<file path="src/rtl/cla_nibble_sequencer.sv">
// Multi-cycle WIDTH-bit add/subtract that time-shares one external 4-bit CLA slice, LSB nibble first.
// Optional subtract support is enabled with the CLA_SEQ_SUB_EN macro; the default build is add-only.
module cla_nibble_sequencer #(
  parameter int WIDTH = 32
) (
  input  logic             clk,
  input  logic             rst,
  input  logic             in_valid,
  output logic             in_ready,
  input  logic             op_sub,
  input  logic [WIDTH-1:0] a,
  input  logic [WIDTH-1:0] b,
  output logic             res_valid,
  input  logic             res_ready,
  output logic [WIDTH-1:0] sum,
  output logic             carry_out,
  output logic             overflow,
  output logic             zero,
  output logic [3:0]       p,
  output logic [3:0]       g,
  output logic             c_in,
  input  logic [3:0]       carry,
  input  logic             c_out
);
  localparam int NIB = WIDTH / 4;
  localparam int IW  = (NIB > 1) ? $clog2(NIB) : 1;
  localparam logic [IW-1:0] LAST = IW'(NIB - 1);

  typedef enum logic [1:0] {IDLE, RUN, DONE} state_t;

  state_t                 state;
  logic [IW-1:0]          idx;
  logic [NIB-1:0][3:0]    a_r, b_r, sum_r;
  logic                   carry_reg;
  logic [3:0]             an, bn, sum_nib;

  assign an      = a_r[idx];
  assign bn      = b_r[idx];
  assign sum_nib = p ^ {carry[2:0], c_in};
  assign sum     = sum_r;
  assign zero    = (sum_r == '0);

`ifndef CLA_SEQ_SUB_EN
  logic unused_op_sub;
  assign unused_op_sub = op_sub;
`endif

  // Slice is driven straight from registers so its carries come back the same cycle.
  always_comb begin
    p    = 4'h0;
    g    = 4'h0;
    c_in = 1'b0;
    if (state == RUN) begin
      p    = an ^ bn;
      g    = an & bn;
      c_in = carry_reg;
    end
  end

  always_ff @(posedge clk or posedge rst) begin
    if (rst) begin
      state     <= IDLE;
      idx       <= '0;
      a_r       <= '0;
      b_r       <= '0;
      sum_r     <= '0;
      carry_reg <= 1'b0;
      in_ready  <= 1'b1;
      res_valid <= 1'b0;
      carry_out <= 1'b0;
      overflow  <= 1'b0;
    end else begin
      case (state)
        IDLE: begin
          if (in_valid && in_ready) begin
            a_r       <= a;
`ifdef CLA_SEQ_SUB_EN
            b_r       <= op_sub ? ~b : b;
            carry_reg <= op_sub;
`else
            b_r       <= b;
            carry_reg <= 1'b0;
`endif
            idx       <= '0;
            in_ready  <= 1'b0;
            state     <= RUN;
          end
        end
        RUN: begin
          sum_r[idx] <= sum_nib;
          carry_reg  <= c_out;
          idx        <= idx + 1'b1;
          if (idx == LAST) begin
            carry_out <= c_out;
            overflow  <= carry[3] ^ carry[2];
            res_valid <= 1'b1;
            state     <= DONE;
          end
        end
        DONE: begin
          if (res_ready) begin
            res_valid <= 1'b0;
            in_ready  <= 1'b1;
            state     <= IDLE;
          end
        end
        default: begin
          state     <= IDLE;
          in_ready  <= 1'b1;
          res_valid <= 1'b0;
        end
      endcase
    end
  end
endmodule

</file>
<file path="config.mk">
export PLATFORM = sky130hd
export DESIGN_NAME = cla_nibble_sequencer
export DESIGN_NICKNAME = d
export VERILOG_FILES = /design/src/rtl/cla_nibble_sequencer.sv
export SDC_FILE = /design/constraint.sdc
export NUM_CORES = 1
export LEC_CHECK = 0
export ABC_AREA = 1
export ABC_CLOCK_PERIOD_IN_PS = 8800
export BUFFER_PORTS_ARGS = -buffer_cell sky130_fd_sc_hd__buf_2
export CAP_MARGIN = 40
export CORE_ASPECT_RATIO = 0.7
export CORE_MARGIN = 1.5
export CORE_UTILIZATION = 55
export CTS_CLUSTER_DIAMETER = 60
export DETAILED_ROUTE_END_ITERATION = 8
export PLACE_DENSITY = 0.81
export SYNTH_ARGS = -nofsm -noshare
export SYNTH_HDL_FRONTEND = slang
export SYNTH_SLANG_ARGS = --single-unit
export TNS_END_PERCENT = 30
</file>
<file path="constraint.sdc">
create_clock -name clk -period 8.8 [get_ports clk]
set_clock_uncertainty 0.1 [all_clocks]
set_input_delay 1.32 -clock clk [delete_from_list [all_inputs] [get_ports clk]]
set_output_delay 1.32 -clock clk [all_outputs]
set_load 0.05 [all_outputs]
</file>
* Word-level counts from Yosys, hierarchy flattened
Index checks and enable logic that the tools add are counted.
Word-level totals: output and inout port bits 46, register bits after elaboration 106, input bits 74, logic and storage cells 80
Operators by class: equal/unequal tests 6, add/subtract/negate cells 1, multiplexer cells 23, reduce and logical (&&, ||, !) cells 11, $lt $le $gt $ge 2, bitwise gates (word level) 6
Operators with widths (count):
- $bwmux 32 | 1
- $logic_not 32->1 | 1
- $bmux 4 s3 | 2
- $mux 4 | 5
- $demux 4 s3 | 1
- $reduce_and 3->1 | 3
- $xor 4x4->4 | 2
- $mux 2 | 3
- $pmux 1 s3 | 2
- $pmux 2 s3 | 1
- $pmux 3 s2 | 1
- $reduce_and 2->1 | 3
- $mux 1 | 5
- $and 4x4->4 | 1
- $lt 3x4->1 const B | 1
- $ne 2x2->1 const B | 2
- $add 3x1->3 const B | 1
- $eq 3x3->1 const B | 1
- $ge 3x1->1 const B | 1
- $mux 3 | 1
- $eq 2x1->1 const B | 1
- $eq 2x2->1 const B | 1
- $logic_and 1x1->1 | 2
- $logic_not 2->1 | 1
- 5 further kinds | 6

* Longest topological paths before layout
depth in word-level cells 6, depth in mapped cells 14, gate-level depth less buffers 13

* Worst setup path before layout
No wires, ideal clock.
path type reg2out, start point register idx[0], end point output port p[0], buffers on the path 2, cell stages (with the launch flop) 12, arrival 2.043 ns, path slack 5.337 ns, required time 7.380 ns, path through dfrtp_1 buf_2 inv_2 buf_2 nand2_1 nand3_1 nand2_1 inv_1 nand2_1 ha_1 inv_1 nor2_1
On the way: longest elaborated chain between the ends 4
RTL lines:
- from (decl) | RTL line 32 | logic [IW-1:0] idx;
- from (signal assigned) | RTL line 92 | idx <= idx + 1'b1;
- $bmux 4 s3, on equally long branches | RTL line 37, 38
- $mux 4, on equally long branches | RTL line 37, 38
- $xor 4x4->4 * | RTL line 54 | p = an ^ bn;
- $mux 4 * | RTL line 53 | if (state == RUN) begin
- to (decl) | RTL line 19 | output logic [3:0] p,
Mark *: on every way between the ends. The rest lies on a longest branch, timed or not. The select of a mux whose other input is x is not followed.

* Worst setup path after layout
start point register idx[0], end point output port p[1]
Same word-level chain as after synthesis.

==> results.cfg <==
[run_status]
status = finished clean

[critical_path]
worst_r2r_startpoint = idx[0]
critPathBufInv = 4
reg2reg_slack_ns = 6.32
timing.critical_path.fanout_max = 34
critPathSlowestCell = inv_2
setup.worst_path.class = flip-flop to output port
endpoint_kind = output port
worstPathArrival_ns = 2.45
worstRegToRegCells = 11
timing.critical_path.cells = inv_2 > nand2_1 > nand3_1 > nand2_1 > inv_1 > nand2_1 > ha_1 > nand3_1 > inv_1 > buf_2
cpPeakStageDelay_ns = 0.49
timing.rr.end = sum[9]
critical-path-top-cell-by-count = nand2_1
cell_family_with_most_cp_delay = buffers and inverters
worst-endpoint-required_ns = 7.38
critPathLaunchType = flip-flop

[die]
initial_core_util = 0.569
core_area_mm2 = 0.00911
ios = 120
die_height_um = 84.2
fp-row-count = 29
die_w_um = 119
floorplan.die_area_mm2 = 0.0100

[finish]
layout-drive-gt1-share = 0.204
insertedDiodeCount = 0
finalInstanceArea_mm2 = 0.00618
layout-area-overhead-vs-synth_pct = 19.1
nets = 875

[pwr]
power_leakage_nw = 3.52
ir_drop_mv = 0.237
power_density_mw_per_mm2 = 448

[clock_network]
clk_transition_reported_paths_ns = 0.07
clock_latency_ns = 0.34
post_cts.repair.setup_buffers = 0
sinks_on_clock_net = 106
cts-buffers-inserted = 9
clock_tree_from_tritoncts = built
root_buffer = clkbuf_16
cts_htree_levels = 3
ctsHoldBuffers = 0
post_cts.resized_instances = 0
clock_tree.buffer_depth = 2

[hold_path]
worst_hold_path.endpoint = in_ready
worstHoldStart = in_ready
min-delay-path-class = flip-flop to flip-flop
whs_path_depth = 2

[synthesis]
post_synthesis_net_count = 763
synth_flop_cell = dfrtp_1
syn-instance-count = 683
yosys_cell_types = 21
synthesis.area_per_instance_um2 = 7.59
yosys_register_bits = 106
seq_area_frac_synth = 0.512
synth_enable_flop_cells = 0
cell_area_after_technology_mapping_mm2 = 0.00519
synthArstFlopShare = 1.00
yosysWarnings = 0

[timing]
final_setup_violation_count = 0
layout_worst_path_cycle_share = 0.440
max_frequency_mhz = 258
min_clock_period_post_route_ns = 3.87
hold_ws_ns = 0.379
tns_ns = 0
hold_violations = 0
max_slew.worst_pin.slew_ns = 0.654
final_max_slew_viol_count = 0
rsz_0062_raised_after_global_routing = no
timing.slew.headroom = 0.563

[global_route]
grt_overflow_total = 0
first_global_vias = 4370
largest_net_degree_at_the_start_of_global_routing = 68
grt_pass1_wl_um = 21000
initial_antenna_violation_count = 0
grtUsageTotal = 0.265

[route]
vias_per_cell = 5.07
num_vias = 4689
ant_nets = 0
post-route-drc-count = 0
routedWlPerCell_um = 13.5
wl_um = 12500
first_iter_violations = 376
drt_pass1_iterations = 5

[placement]
hpwlAfterDp_um = 8890
place_area_mm2 = 0.00586
placement.io_buffers = 118
gp_routability_congestion = 0.858

[run]
max_cap_viol_count = 0
## metal layers
| layer | share of wire | wire [µm] | track usage | up-vias |
|---|---|---|---|---|
| met5 | 0 | 0 | 0 | - |
| li1 | - | - | - | 2302 |
| met2 | 0.45 | 5590 | 0.409 | 175 |
| met1 | 0.47 | 5830 | 0.382 | 2195 |
| met4 | 0.015 | 190 | 0.0767 | 0 |
| met3 | 0.071 | 885 | 0.0584 | 17 |
## per-stage QoR
| step | total power [W] | cells | setup slack (ns) | util |
|---|---|---|---|---|
| floorplan | 0.00197 | 683 | 4.59 | - |
| global placement | 0.00229 | 906 | 5.35 | 0.639 |
| detailed placement | 0.00235 | 908 | 5.32 | 0.644 |
| CTS | 0.00277 | 924 | 4.95 | 0.678 |
| global route | 0.00296 | 924 | 4.76 | 0.678 |
| finish | 0.00277 | 924 | 4.93 | 0.678 |
## layout make-up
cell class | instances | area, µm²
Fill cell | 765 | 2930
Sequential cell | 106 | 2650
Multi-Input combinational cell | 443 | 1980
Timing Repair Buffer | 123 | 653
Inverter | 112 | 423
Clock buffer | 12 | 267
Tap cell | 124 | 155
Clock inverter | 4 | 48.8
## layout by cell type, fill, tap and decap left out, types with 4 or more instances in the layout
| cell type | n |
|---|---|
| nand3_2 | 4 |
| buf_2 | 118 |
| a21oi_1 | 64 |
| inv_2 | 6 |
| clkbuf_16 | 9 |
| nand3_1 | 61 |
| ha_1 | 6 |
| inv_1 | 105 |
| nand2_1 | 193 |
| o21ai_0 | 7 |
| nor2_1 | 93 |
| nor2_2 | 7 |
| dfrtp_1 | 105 |
## report_power, final
group / internal [W] / total (W) / switching [W] / leakage, nW
logic: 0.000390 / 0.00152 / 0.00113 / 2.16
clock network: 0.000243 / 0.000415 / 0.000172 / 0.159
registers: 0.000713 / 0.000830 / 0.000117 / 1.20
## worst max-delay path by stage
stage | start | cells past startpoint | end
2_1_floorplan | rst | 1 | a_r[0]
3_3_place_gp | idx[0] | 10 | p[0]
3_5_place_dp | idx[0] | 10 | p[0]
4_1_cts | idx[0] | 10 | p[0]
5_1_grt | idx[0] | 10 | p[1]
6_report | idx[0] | 10 | p[1]
## Yosys cell counts, types with 3 or more instances
master	count	share of area
inv_2	6	0.0043
buf_2	12	0.012
nor2_2	7	0.0084
a21oi_1	64	0.062
nand3_2	4	0.0077
dfrtp_1	105	0.51
ha_1	6	0.014
clkbuf_1	3	0.0022
nor2_1	93	0.067
nor2_4	3	0.0065
inv_1	106	0.077
buf_6	5	0.011
nand3_1	61	0.059
o21ai_0	7	0.0068
nand2_1	194	0.14
## tightest hold or removal path, stage by stage, from the launching register on
cell     delay, ns
dfstp_2       0.38
nand2_1       0.06
nand2_1       0.04
## kinds of logic (layout without fill, tap and decap cells)
logic type | count (synthesis) | count (layout) | share of synthesized area
compound gates | 72 | 72 | 0.0697
xor+xnor | 1 | 1 | 0.00169
simple gates | 364 | 364 | 0.294
buf+inv | 134 | 251 | 0.109
fa+ha+maj | 6 | 6 | 0.0145
flops | 106 | 106 | 0.512
No activity file was read; power rests on OpenSTA's default activity.
